`config.mk`:
```
export PLATFORM = sky130hd
export DESIGN_NAME = param_fifo
export DESIGN_NICKNAME = d
export VERILOG_FILES = /design/src/rtl/param_fifo_pkg.sv /design/src/rtl/param_fifo_mem.sv /design/src/rtl/param_fifo.sv
export SDC_FILE = /design/constraint.sdc
export NUM_CORES = 1
export LEC_CHECK = 0
export BUFFER_PORTS_ARGS = -buffer_cell sky130_fd_sc_hd__buf_4
export CAP_MARGIN = 20
export CORE_ASPECT_RATIO = 0.75
export CORE_MARGIN = 3
export CORE_UTILIZATION = 56
export DETAILED_ROUTE_END_ITERATION = 6
export PLACE_DENSITY = 0.81
export SYNTH_ARGS = -nofsm -noshare
export SYNTH_HDL_FRONTEND = slang
export SYNTH_SLANG_ARGS = --single-unit
```
`constraint.sdc`:
```
create_clock -name clk -period 4.2 [get_ports clk]
set_input_delay 0.42 -clock clk [delete_from_list [all_inputs] [get_ports clk]]
set_output_delay 0.42 -clock clk [all_outputs]
set_load 0.05 [all_outputs]
```
`src/rtl/param_fifo_pkg.sv`:
```
// Shared defaults for param_fifo and its storage sub-module.
package param_fifo_pkg;

  localparam int unsigned DefWidth    = 8;
  localparam int unsigned DefDepth    = 16;
  localparam int unsigned DefAeThresh = 2;
  localparam int unsigned DefFwft     = 0;

endpackage

```
`src/rtl/param_fifo_mem.sv`:
```
// DEPTH x WIDTH storage: synchronous write, asynchronous read, never reset.
module param_fifo_mem
  import param_fifo_pkg::*;
#(
  parameter int unsigned WIDTH = DefWidth,
  parameter int unsigned DEPTH = DefDepth,
  parameter int unsigned AW    = $clog2(DEPTH)
) (
  input  logic             clk,
  input  logic             we,
  input  logic [AW-1:0]    waddr,
  input  logic [WIDTH-1:0] wdata,
  input  logic [AW-1:0]    raddr,
  output logic [WIDTH-1:0] rdata
);

  logic [WIDTH-1:0] mem_q [DEPTH];

  always_ff @(posedge clk) begin
    if (we) begin
      mem_q[waddr] <= wdata;
    end
  end

  assign rdata = mem_q[raddr];

endmodule

```
`src/rtl/param_fifo.sv`:
```
// Synchronous FIFO with occupancy/threshold flags, reject pulses and selectable
// registered or first-word-fall-through read port.
module param_fifo
  import param_fifo_pkg::*;
#(
  parameter int unsigned WIDTH     = DefWidth,
  parameter int unsigned DEPTH     = DefDepth,
  parameter int unsigned AF_THRESH = DEPTH - 2,
  parameter int unsigned AE_THRESH = DefAeThresh,
  parameter int unsigned FWFT      = DefFwft
) (
  input  logic                     clk,
  input  logic                     reset,
  input  logic                     wr_en,
  input  logic                     rd_en,
  input  logic [WIDTH-1:0]         din,
  output logic [WIDTH-1:0]         dout,
  output logic                     full,
  output logic                     empty,
  output logic                     almost_full,
  output logic                     almost_empty,
  output logic [$clog2(DEPTH):0]   count,
  output logic                     overflow,
  output logic                     underflow
);

  localparam int unsigned AW = $clog2(DEPTH);
  localparam int unsigned CW = AW + 1;

  logic [AW-1:0]    wptr_q, rptr_q;
  logic [CW-1:0]    count_q, count_d;
  logic             overflow_q, underflow_q;
  logic             wr_ok, rd_ok;
  logic [WIDTH-1:0] head;

  // A write into a full FIFO is legal when a read frees the slot on the same edge.
  assign rd_ok = rd_en && !empty;
  assign wr_ok = wr_en && (!full || rd_ok);

  always_comb begin
    count_d = count_q;
    if (wr_ok && !rd_ok) begin
      count_d = count_q + CW'(1);
    end else if (rd_ok && !wr_ok) begin
      count_d = count_q - CW'(1);
    end
  end

  always_ff @(posedge clk) begin
    if (reset) begin
      wptr_q      <= '0;
      rptr_q      <= '0;
      count_q     <= '0;
      overflow_q  <= 1'b0;
      underflow_q <= 1'b0;
    end else begin
      if (wr_ok) wptr_q <= wptr_q + AW'(1);
      if (rd_ok) rptr_q <= rptr_q + AW'(1);
      count_q     <= count_d;
      overflow_q  <= wr_en && !wr_ok;
      underflow_q <= rd_en && empty;
    end
  end

  param_fifo_mem #(
    .WIDTH (WIDTH),
    .DEPTH (DEPTH),
    .AW    (AW)
  ) u_mem (
    .clk   (clk),
    .we    (wr_ok),
    .waddr (wptr_q),
    .wdata (din),
    .raddr (rptr_q),
    .rdata (head)
  );

  if (FWFT != 0) begin : g_fwft
    assign dout = empty ? '0 : head;
  end else begin : g_reg
    logic [WIDTH-1:0] dout_q;
    always_ff @(posedge clk) begin
      if (reset) begin
        dout_q <= '0;
      end else if (rd_ok) begin
        dout_q <= head;
      end
    end
    assign dout = dout_q;
  end

  assign count        = count_q;
  assign full         = (count_q == CW'(DEPTH));
  assign empty        = (count_q == '0);
  assign almost_full  = (count_q >= CW'(AF_THRESH));
  assign almost_empty = (count_q <= CW'(AE_THRESH));
  assign overflow     = overflow_q;
  assign underflow    = underflow_q;

endmodule

```
==> impl_metrics.env <==
export IMPL_ys_types=40
export IMPL_vias_per_cell=6.088
export IMPL_worst_setup_path_start_kind="register"
export IMPL_worst_pin_slew_ps=938.6
export IMPL_setup_viol=0
export IMPL_gr_total_overflow=0
export IMPL_first_pass_iters=5
export IMPL_dp_cells=524
export IMPL_drive_above_1_share=0.2399
export IMPL_area_delta_synth_final_pct=15.61
export IMPL_cts_hold_buf=0
export IMPL_drtIter0Drc=487
export IMPL_outcome="complete, no violations"
export IMPL_busiest_layer="met2"
export IMPL_fin_skew_ps=7.464
export IMPL_crit_type="reg2reg"
export IMPL_clk_pin_slew_ps=60
export IMPL_tns_ps=0
export IMPL_htree_num_levels=4
export IMPL_rows=32
export IMPL_period_needed_ps=3382
export IMPL_ys_flop_type="edfxtp_1"
export IMPL_ys_seq_elements=151
export IMPL_fp_dieW_um=126.5
export IMPL_start_util=0.5838
export IMPL_grt_start_max_net_pins=34
export IMPL_grt_antenna_before_repair=0
export IMPL_fin_area_sq_um=7053
export IMPL_syn_avg_cell_area_sq_um=16.44
export IMPL_num_io_pins=31
export IMPL_routed_wl_mm=12.65
export IMPL_fin_cells=557
export IMPL_final_nets=431
export IMPL_grt_met3_usage=0.05165
export IMPL_grt_pass1_wl_mm=19.46
export IMPL_place_area_sq_um=6440
export IMPL_cts_sinks=151
export IMPL_yosysSeqAreaShare=0.7055
export IMPL_ir_drop_uv=438.8
export IMPL_synth_nets=394
export IMPL_wl_per_cell_um=22.70
export IMPL_synthCells=371
export IMPL_dieArea_sq_um=12200
export IMPL_rsz0062_at_grt="no"
export IMPL_drc_errors=0
export IMPL_io_buffers=30
export IMPL_maxSlewViolCount=0
export IMPL_hold_ws_ps=179.7
export IMPL_hold_viol=0
export IMPL_design_power_total_uw=4415
export IMPL_n_antenna_cell=0
export IMPL_relSlewSlack=0.3720
export IMPL_met1_usage=0.2958
export IMPL_grt_usage=0.2220
export IMPL_routabilityCongestion=0.8230
export IMPL_yosys_warnings=0
export IMPL_min_period_over_period=0.8052
export IMPL_die_h_um=96.39
export IMPL_cts_tree="yes"
export IMPL_postCtsSetupBuffers=0
export IMPL_leakagePower_uw=0.002345
export IMPL_drv_cap=0
export IMPL_route_vias_total=3391
export IMPL_hpwl_mm=7.865
export IMPL_async_reset_ff_frac=0
export IMPL_core_sq_um=10450
export IMPL_met2_usage=0.3614
export IMPL_insertion_delay_ps=420
export IMPL_synth_edff_count=128
export IMPL_p_per_area_nw_per_um2=625.9
export IMPL_critPathCaptureType="register"
export IMPL_worstPathRequired_ps=4510
export IMPL_holdCritPathClass="in2reg"
export IMPL_arrival_ps=3690
export IMPL_cts_root_buf="clkbuf_16"
export IMPL_cts_resized=0
export IMPL_ant_nets=0
export IMPL_cts_buffers=17
export IMPL_netlist_area_sq_um=6101
export IMPL_grt_pass1_vias=3375
export IMPL_cts_path_max_buffers=2
export IMPL_cp_max_fo=13
export IMPL_fmaxAchievable_ghz=0.2957
-- cells by family after synthesis --
kind of cell               after synthesis  synth area share
AOI/OAI and AO/OA                       41           0.05537
xor gates and xnor gates                 9           0.01292
adders and majority gates               11           0.02379
buffers and inverters                   30           0.02379
DFF                                    151            0.7055
muxes                                   52            0.1183
and+or+nand+nor                         77           0.06030
-- per-stage QoR --
step | setup WS, ps | utilization
6_report | 818.1 | 0.6749
5_1_grt | 513.7 | 0.6749
4_1_cts | 784.4 | 0.6723
3_5_place_dp | 818.6 | 0.6163
3_3_place_gp | 952.9 | 0.6163
2_1_floorplan | 681.1 | -
-- routing by layer --
layer / part of all wire / routed length, um
met5: 0 / 0
met4: 0.010 / 131
met3: 0.064 / 804
met2: 0.51 / 6453
met1: 0.42 / 5256
-- cells in the final DEF, fill, tap and decap left out, types with 5 or more instances in the layout --
cell type  netlist  final
nor3_1          12     12
inv_1           10     10
buf_4            2     36
a22oi_1          8      8
clkinv_2         1      7
o22ai_1         15     15
nor2_1          40     40
clkbuf_16        0     17
a211oi_2         8      8
edfxtp_1       128    128
mux2i_1         35     35
nand2_1          9      9
dfxtp_1         23     22
ha_1            10     10
mux4_2          16     16
xor2_1           7      7
a21oi_1          5      5
-- worst max-delay path, stage by stage (launching register included) --
cell and delay [ps]:
dfxtp_1 510, nor4_4 110, a21oi_2 580, clkinv_2 310, ha_1 330, inv_1 170
ha_1 280, a21o_1 170, a21oi_1 210, mux2i_1 240, mux2_2 350
-- state kept, by name, indices dropped and copies added (netlist names) --
register / flops
count: 5
dout: 8
overflow: 1
rptr_q: 4
u_mem.mem_q: 128
underflow: 1
wptr_q: 4
-- final timing paths --
kind / from / endpoint / slack [ps] / cells after the start
setup reg to reg: count[2]$_SDFFE_PP0P_ / count[4]$_SDFFE_PP0P_ / 820 / 10
hold reg to reg: dout[0]$_SDFFE_PP0P_ / dout[0]$_SDFFE_PP0P_ / 560 / 2
setup / recovery: count[2]$_SDFFE_PP0P_ / count[4]$_SDFFE_PP0P_ / 820 / 10
hold / removal: rd_en / overflow$_SDFF_PP0_ / 180 / 2
-- power by group --
group | leakage (uW) | internal (uW) | total [uW] | switching (uW)
clock | 0.000287 | 924 | 1510 | 583
combinational | 0.000712 | 427 | 1090 | 667
sequential | 0.00135 | 1710 | 1810 | 99.2
total | 0.00234 | 3070 | 4410 | 1350
-- cell usage after synthesis, types with 6 or more instances --
master,count,share of area
mux2i_1,35,0.057
edfxtp_1,128,0.63
inv_1,10,0.0062
a211oi_2,8,0.016
o22ai_1,15,0.015
nor2_1,40,0.025
xor2_1,7,0.010
ha_1,10,0.021
buf_2,7,0.0057
mux4_2,16,0.059
nand2_1,9,0.0055
a22oi_1,8,0.0098
clkbuf_1,6,0.0037
dfxtp_1,23,0.075
nor3_1,12,0.0098
-- final cells by class --
class                   count  area, sq um
clock inverters            15        160.2
clock buffers              17        425.4
fillers                   689         3397
flip-flops and latches    151         4305
repair buffers             37        297.8
well taps                 136        170.2
multi-input cells         190         1652
inverters                  11        42.54
(Power assumes the default switching activity.)
